[src/rtl/asg_sweep_ctrl.sv]
// Frequency-sweep sequencer for one ASG channel: ramps the 64-bit phase step
// from a start to a stop value with a per-step dwell, in single, repeat or ping-pong mode.
module asg_sweep_ctrl #(
    parameter int STW = 64,
    parameter int DWW = 32
) (
    input  logic           dac_clk_i,
    input  logic           dac_rst_i,
    input  logic           cfg_en_i,
    input  logic [STW-1:0] cfg_start_step_i,
    input  logic [STW-1:0] cfg_stop_step_i,
    input  logic [STW-1:0] cfg_inc_i,
    input  logic [DWW-1:0] cfg_dwell_i,
    input  logic [1:0]     cfg_mode_i,
    input  logic [15:0]    cfg_nsweep_i,
    input  logic           start_i,
    input  logic           stop_i,
    output logic [STW-1:0] step_o,
    output logic           step_upd_o,
    output logic           sweep_done_o,
    output logic           busy_o,
    output logic [1:0]     state_o,
    output logic [15:0]    sweep_cnt_o
);

    typedef enum logic [1:0] {
        S_IDLE = 2'd0,
        S_RUN  = 2'd1,
        S_DONE = 2'd2
    } state_t;

    state_t         state;
    logic [STW-1:0] origin_q;
    logic [STW-1:0] target_q;
    logic [STW-1:0] inc_q;
    logic [DWW-1:0] dwell_q;
    logic [DWW-1:0] dwell_cnt;
    logic [1:0]     mode_q;
    logic [15:0]    nsweep_q;
    logic           up_q;

    logic [STW-1:0] next_step;
    logic [STW-1:0] turn_step;
    logic [15:0]    cnt_inc;
    logic [DWW-1:0] dwell_eff;
    logic           abort;
    logic           at_target;
    logic           last_sweep;

    // One increment toward tgt, computed one bit wider so a carry or borrow
    // out of the step range clamps to the target instead of wrapping.
    function automatic logic [STW-1:0] advance(input logic [STW-1:0] cur,
                                                input logic [STW-1:0] inc,
                                                input logic [STW-1:0] tgt,
                                                input logic           up);
        logic [STW:0] nxt;
        if (up) begin
            nxt = {1'b0, cur} + {1'b0, inc};
            advance = (nxt[STW] || nxt[STW-1:0] > tgt) ? tgt : nxt[STW-1:0];
        end else begin
            nxt = {1'b0, cur} - {1'b0, inc};
            advance = (nxt[STW] || nxt[STW-1:0] < tgt) ? tgt : nxt[STW-1:0];
        end
    endfunction

    always_comb begin
        next_step  = advance(step_o, inc_q, target_q, up_q);
        turn_step  = advance(step_o, inc_q, origin_q, !up_q);
        cnt_inc    = (sweep_cnt_o == 16'hFFFF) ? sweep_cnt_o : sweep_cnt_o + 16'd1;
        dwell_eff  = (cfg_dwell_i == '0) ? {{(DWW-1){1'b0}}, 1'b1} : cfg_dwell_i;
        abort      = stop_i || !cfg_en_i;
        at_target  = (step_o == target_q);
        last_sweep = (nsweep_q != 16'd0) && (cnt_inc == nsweep_q);
    end

    assign state_o = state;

    always_ff @(posedge dac_clk_i or posedge dac_rst_i) begin
        if (dac_rst_i) begin
            state        <= S_IDLE;
            step_o       <= '0;
            step_upd_o   <= 1'b0;
            sweep_done_o <= 1'b0;
            busy_o       <= 1'b0;
            sweep_cnt_o  <= '0;
            dwell_cnt    <= '0;
            up_q         <= 1'b1;
            origin_q     <= '0;
            target_q     <= '0;
            inc_q        <= '0;
            dwell_q      <= '0;
            mode_q       <= '0;
            nsweep_q     <= '0;
        end else begin
            step_upd_o   <= 1'b0;
            sweep_done_o <= 1'b0;
            if (abort) begin
                state  <= S_IDLE;
                busy_o <= 1'b0;
            end else begin
                case (state)
                    S_IDLE, S_DONE: begin
                        if (start_i) begin
                            state       <= S_RUN;
                            busy_o      <= 1'b1;
                            origin_q    <= cfg_start_step_i;
                            target_q    <= cfg_stop_step_i;
                            inc_q       <= cfg_inc_i;
                            dwell_q     <= dwell_eff;
                            mode_q      <= cfg_mode_i;
                            nsweep_q    <= cfg_nsweep_i;
                            up_q        <= (cfg_start_step_i <= cfg_stop_step_i);
                            step_o      <= cfg_start_step_i;
                            step_upd_o  <= 1'b1;
                            dwell_cnt   <= dwell_eff;
                            sweep_cnt_o <= '0;
                        end
                    end
                    S_RUN: begin
                        if (dwell_cnt > {{(DWW-1){1'b0}}, 1'b1}) begin
                            dwell_cnt <= dwell_cnt - 1'b1;
                        end else if (!at_target) begin
                            step_o     <= next_step;
                            step_upd_o <= 1'b1;
                            dwell_cnt  <= dwell_q;
                        end else begin
                            sweep_done_o <= 1'b1;
                            sweep_cnt_o  <= cnt_inc;
                            if ((mode_q != 2'd1 && mode_q != 2'd2) || last_sweep) begin
                                state  <= S_DONE;
                                busy_o <= 1'b0;
                            end else if (mode_q == 2'd1) begin
                                step_o     <= origin_q;
                                step_upd_o <= 1'b1;
                                dwell_cnt  <= dwell_q;
                            end else begin
                                // Ping-pong: the old origin becomes the target.
                                origin_q   <= target_q;
                                target_q   <= origin_q;
                                up_q       <= !up_q;
                                step_o     <= turn_step;
                                step_upd_o <= 1'b1;
                                dwell_cnt  <= dwell_q;
                            end
                        end
                    end
                    default: begin
                        state  <= S_IDLE;
                        busy_o <= 1'b0;
                    end
                endcase
            end
        end
    end

endmodule

[config.mk]
export PLATFORM = sky130hd
export DESIGN_NAME = asg_sweep_ctrl
export DESIGN_NICKNAME = d
export VERILOG_FILES = /design/src/rtl/asg_sweep_ctrl.sv
export SDC_FILE = /design/constraint.sdc
export NUM_CORES = 2
export LEC_CHECK = 0
export ABC_AREA = 1
export CAP_MARGIN = 5
export CORE_UTILIZATION = 40
export DETAILED_ROUTE_END_ITERATION = 12
export SETUP_SLACK_MARGIN = 0.1
export SYNTH_ARGS = -nofsm -noshare
export SYNTH_HDL_FRONTEND = slang
export SYNTH_SLANG_ARGS = --single-unit
export TNS_END_PERCENT = 100
[constraint.sdc]
create_clock -name dac_clk_i -period 12.28 [get_ports dac_clk_i]
set_clock_uncertainty 0.1 [all_clocks]
set_input_delay 2.456 -clock dac_clk_i [delete_from_list [all_inputs] [get_ports dac_clk_i]]
set_output_delay 2.456 -clock dac_clk_i [all_outputs]
set_load 0.1 [all_outputs]
# == Word level (Yosys, flattened, before mapping) ==
# Cells that the tools add are included.
# op_classes
addsub,4
order_cmp,6
n_eq_ne,19
n_mux,62
bitwise_logic,1
reduce_logical,21
# op_table
cell,count
two-way mux 64 bit,20
case mux 64 bit (2 select lines),3
two-way mux 32 bit,5
greater-than comparator 64 bit,2
less-than comparator 64 bit,2
adder 64 x 64 -> 65 bit,1
subtractor 64 x 64 -> 65 bit,1
== test 64 bit,1
less-or-equal comparator 64 bit,1
two-way mux 16 bit,4
case mux 32 bit (2 select lines),1
"greater-than comparator 32 x 1 -> 1 bit, second input constant",1
logical NOT 32 bit,1
case mux 16 bit (2 select lines),1
"subtractor 32 x 1 -> 32 bit, second input constant",1
two-way mux 1 bit,19
"adder 16 x 1 -> 16 bit, second input constant",1
== test 16 bit,1
"== test 16 bit, second input constant",1
nonzero test 16 bit,1
"!= test 3 bit, second input constant",5
"!= test 2 bit, second input constant",6
two-way mux 2 bit,5
AND reduction 5 bit,2
16 further kinds,27
# totals
reg_bits,360
in_bits,247
out_inout_bits,85
wordCells,127

# == Depth between registers and ports, before layout ==
# logic_depth
word_depth,10
depth_mapped,40
mapped_depth_nobuf,37

# == Least setup slack after synthesis ==
# No wires, ideal clock.
# synth_timing
path_type,register to register
start,reg step_o[23]
end,reg step_o[40]
setup_ps,113
arrival_ps,4521
t_required_ps,12067
setup_slack_ps,7546
stages_incl_launch_ff,31
path_buffers,3
period_less_slack_ps,4734
path_cell_list,dfrtp_1 > ha_1 > buf_2 > nor2_1 > inv_1 > nor2_1 > inv_1 > nor2_1 > nand2_1 > nor2_1 > nand2_1 > nand3_1 > nand2_1 > nand2_1 > inv_1 > ha_1 > nand2_1 > nor4_1 > nand3_1 > nor2_1 > nand4_1 > nand2_1 > buf_2 > buf_1 > nand3_1 > nand3_1 > nand3_1 > nand2_1 > nand3_1 > nand2_1 > inv_1
# synth_via
elab_chain_len,10
elab_cells_between_ends,24
classes_between,add/sub (2); order compare (4); eq/ne (2); mux (11); reduce/logical (5)
# synth_rtl
element,line,text
start: declaration,18,"output logic [STW-1:0] step_o,"
start signal: assignment,113,step_o <= cfg_start_step_i;
start signal: assignment,123,step_o <= next_step;
start signal: assignment,133,step_o <= origin_q;
adder 64 x 64 -> 65 bit or subtractor 64 x 64 -> 65 bit (tied branches),"58, 61",
greater-than comparator 64 bit or less-than comparator 64 bit (tied branches),"59, 62",
"logical OR 1 bit, on equally long branches","59, 62",
"two-way mux 64 bit, on equally long branches","59, 62",
two-way mux 64 bit,57,if (up) begin
two-way mux 64 bit,132,end else if (mode_q == 2'd1) begin
two-way mux 64 bit,129,if ((mode_q != 2'd1 && mode_q != 2'd2) || last_sweep) begin
two-way mux 64 bit,122,end else if (!at_target) begin
two-way mux 64 bit,120,"if (dwell_cnt > {{(DWW-1){1'b0}}, 1'b1}) begin"
case mux 64 bit (2 select lines),101,case (state)
# Several ways; a longest one is shown, not always the timed one. The select of a mux whose other input is x is not followed.
# A chain may end at the register's enable or synchronous reset.

# == Worst setup path after layout ==
# layout_timing
start,reg step_o[13]
end,reg step_o[51]
# The elaborated chain is that of the path after synthesis.

==> run_summary.xml <==
<?xml version="1.0" encoding="UTF-8"?>
<metrics>
  <group name="floorplanning">
    <metric name="die_area" unit="µm²">111000</metric>
    <metric name="ios" unit="">332</metric>
    <metric name="core.rowCount" unit="">121</metric>
    <metric name="floorplan.core_area" unit="µm²">109000</metric>
    <metric name="floorplan.initialDensity" unit="%">40.4</metric>
    <metric name="die-height" unit="µm">334</metric>
    <metric name="die_width" unit="µm">334</metric>
  </group>
  <group name="finish">
    <metric name="seq_area" unit="µm²">9010</metric>
    <metric name="layout-drive-gt1-share" unit="%">2.48</metric>
    <metric name="area_growth" unit="%">13.0</metric>
    <metric name="mostFrequentLayoutCell" unit="">sky130_fd_sc_hd__nand2_1</metric>
    <metric name="filler_cell_count" unit="">11800</metric>
    <metric name="finish.net_count" unit="">8393</metric>
    <metric name="final_cell_mix" unit="">2524 x sky130_fd_sc_hd__nand2_1, 1269 x sky130_fd_sc_hd__inv_1, 667 x sky130_fd_sc_hd__nand3_1</metric>
    <metric name="multi_input_gate_area_in_the_final_layout" unit="µm²">28700</metric>
  </group>
  <group name="critical_path">
    <metric name="worstSetupPathType" unit="">register to register</metric>
    <metric name="cp_data_arrival_time" unit="ns">8.50</metric>
    <metric name="critical_path_peak_fanout" unit="">65</metric>
    <metric name="reg2reg_setup_slack" unit="ns">4.28</metric>
    <metric name="worstSetupStartpointType" unit="">register</metric>
    <metric name="critPathSlowestCell" unit="">sky130_fd_sc_hd__nand2_4</metric>
    <metric name="critPathCaptureType" unit="">register</metric>
    <metric name="critPathMostFrequentCell" unit="">sky130_fd_sc_hd__nand2_1</metric>
    <metric name="critical_path.max_stage_delay" unit="ns">0.97</metric>
    <metric name="worstPathRequired" unit="ns">12.78</metric>
  </group>
  <group name="timing">
    <metric name="total_negative_setup_slack" unit="ns">0</metric>
    <metric name="final_hold_violation_count" unit="">0</metric>
    <metric name="final_min_period_over_clock_period" unit="%">65.1</metric>
    <metric name="rsz_0062_raised_after_global_routing" unit="">false</metric>
    <metric name="fmaxAchievable" unit="GHz">0.125</metric>
    <metric name="worst_hold_slack" unit="ns">0.375</metric>
    <metric name="setup_violations" unit="">0</metric>
    <metric name="maxSlewViolCount" unit="">0</metric>
    <metric name="max_slew_margin" unit="%">18.5</metric>
    <metric name="pin_slew_with_the_least_headroom_to_its_limit" unit="ns">1.22</metric>
    <metric name="fin_crit" unit="ns">8.00</metric>
  </group>
  <group name="global_route">
    <metric name="global_route_wire_length_before_repair" unit="µm">301000</metric>
    <metric name="maximum_number_of_pins_on_one_net_before_global_route_repair" unit="">162</metric>
    <metric name="first_global_vias" unit="">46800</metric>
    <metric name="grt_use_total" unit="%">35.9</metric>
    <metric name="total_grt_overflow" unit="">0</metric>
    <metric name="antenna_found_initial" unit="">19</metric>
  </group>
  <group name="synthesis">
    <metric name="ys_async_sr_fraction" unit="%">100</metric>
    <metric name="synth_seq_area_share" unit="%">20.5</metric>
    <metric name="ys_ff_latch" unit="">360</metric>
    <metric name="synth_top_flop_cell" unit="">sky130_fd_sc_hd__dfrtp_1</metric>
    <metric name="netlist-cell-type-count" unit="">48</metric>
    <metric name="synth.yosys.warnings" unit="">0</metric>
    <metric name="syn_avg_cell_area" unit="µm²">5.80</metric>
    <metric name="synth_enable_flop_cells" unit="">0</metric>
    <metric name="syn_nets" unit="">8276</metric>
    <metric name="netlist_area_before_placement" unit="µm²">44000</metric>
    <metric name="synth_cells" unit="">7577</metric>
  </group>
  <group name="clock_network">
    <metric name="clock_sink_count" unit="">360</metric>
    <metric name="cts_buffers" unit="">49</metric>
    <metric name="path_clk_slew" unit="ns">0.06</metric>
    <metric name="cts_resized" unit="">0</metric>
    <metric name="worst_skew_pair.late_latency" unit="ns">0.68</metric>
    <metric name="cts.repair_timing.setup_buffer_count" unit="">0</metric>
    <metric name="cts_hold_buffers" unit="">0</metric>
    <metric name="clock_tree.root_cell" unit="">sky130_fd_sc_hd__clkbuf_16</metric>
    <metric name="cts-htree-levels" unit="">2</metric>
    <metric name="tritoncts" unit="">done</metric>
    <metric name="cts-root-to-sink-buffers" unit="">3</metric>
  </group>
  <group name="job">
    <metric name="cap_viol_max_count" unit="">0</metric>
  </group>
  <group name="detailed_routing">
    <metric name="routed_via_count" unit="">49900</metric>
    <metric name="drt-initial-drc-count" unit="">5770</metric>
    <metric name="antenna_left" unit="">0</metric>
    <metric name="remaining_drc_errors" unit="">0</metric>
    <metric name="wl_per_cell" unit="µm">22.4</metric>
    <metric name="vias_per_cell" unit="">5.46</metric>
    <metric name="drt_wirelength" unit="µm">205000</metric>
    <metric name="drt_pre_antenna_iters" unit="">6</metric>
  </group>
  <group name="min_path">
    <metric name="class_of_the_worst_hold_path" unit="">register to register</metric>
  </group>
  <group name="power">
    <metric name="power_leakage" unit="nW">26.8</metric>
    <metric name="total_power" unit="W">0.0131</metric>
    <metric name="ir_drop" unit="V">0.000252</metric>
    <metric name="p_per_area" unit="nW/µm²">263</metric>
  </group>
  <group name="outcome">
    <metric name="outcome" unit="">finished clean</metric>
  </group>
  <group name="placement">
    <metric name="detailed_place_hpwl" unit="µm">161000</metric>
    <metric name="port-buffer-count" unit="">331</metric>
    <metric name="gp_routability_congestion" unit="">1.05</metric>
  </group>
</metrics>
## state kept, by name, indices dropped and copies added (netlist names)
name / count
up_q: 1
sweep_done_o: 1
state_o: 2
step_o: 64
inc_q: 64
dwell_cnt: 32
busy_o: 1
mode_q: 2
step_upd_o: 1
nsweep_q: 16
origin_q: 64
sweep_cnt_o: 16
target_q: 64
dwell_q: 32
## metrics by stage
step	area [µm²]	instances	worst slack (ns)	util, %
floorplan	44000	7577	4.90	-
global placement	48000	9057	4.70	44.1
detailed placement	48000	9057	4.75	44.1
CTS	49700	9145	4.73	45.6
global route	49700	9145	4.08	45.6
finish	49700	9146	4.28	45.6
## path summary, 6_finish.rpt
kind                        startpoint           to  depth (start not counted)
setup / recovery            step_o[13]   step_o[51]                         30
hold / removal             dwell_q[14]  dwell_q[14]                          2
setup reg to reg            step_o[13]   step_o[51]                         30
hold reg to reg            dwell_q[14]  dwell_q[14]                          2
max in group asynchronous    dac_rst_i    inc_q[41]                          5
min in group asynchronous    dac_rst_i  origin_q[3]                          3
## final cells by class
cell class	instances	area share [%]
multi-input combinational	5606	57.7
clock inverter	17	0.471
antenna	1	0.00504
tap	1414	3.56
timing repair buffer	367	7.24
sequential	360	18.1
clock buffer	71	2.96
inverter	1310	9.94
## per-layer routing
metal / vias up / share of wire, % / global-route usage (%)
met2: 2233 / 43 / 55.6
met3: 367 / 8.8 / 6.10
li1: 24000 / - / -
met4: 22 / 3.8 / 12.7
met5: - / 0.077 / 0
met1: 23300 / 44 / 49.9
## cell families (layout without fill, tap and decap cells)
family	Yosys count	after routing	synth area share [%]
AOI/OAI and AO/OA	1081	1081	12.7
xor gates and xnor gates	122	122	2.43
adders and majority gates	452	452	12.9
buffers and inverters	1611	1765	14.4
DFF	360	360	20.5
other	0	1	0
and+or+nand+nor	3951	3951	37.1
## where the power goes
| part | internal (W) | switching [W] |
|---|---|---|
| Combinational | 0.00266 | 0.00703 |
| Sequential | 0.00148 | 0.000359 |
| Clock | 0.000897 | 0.000661 |
| Total | 0.00503 | 0.00805 |
## cells in the mapped netlist, drive strengths merged, types with 4 or more instances
cell type / number / share of area [%]
buf: 170 / 2.1
nor3: 46 / 0.55
xnor2: 7 / 0.14
o21bai: 17 / 0.29
nand3: 670 / 7.7
nand3b: 31 / 0.53
o22ai: 6 / 0.085
or2: 38 / 0.54
clkbuf: 131 / 1.1
o21a: 11 / 0.19
inv: 1301 / 11
xor2: 115 / 2.3
nand2: 2537 / 22
dfrtp: 359 / 20
a31oi: 4 / 0.057
a21oi: 421 / 4.8
clkinv: 9 / 0.077
a21o: 4 / 0.068
ha: 450 / 13
nor4: 28 / 0.41
nand4: 72 / 1.0
o21ai: 594 / 6.8
o211ai: 15 / 0.26
nor2: 521 / 4.5
## critical path: cells and delay by family (launching register included)
family | cells | cell delay (ns)
AOI/OAI and AO/OA | 3 | 0.88
buffers and inverters | 4 | 0.37
adders and majority gates | 2 | 0.78
DFF | 1 | 0.52
and+or+nand+nor | 21 | 5.15
Power figures use the tool's default switching activity.
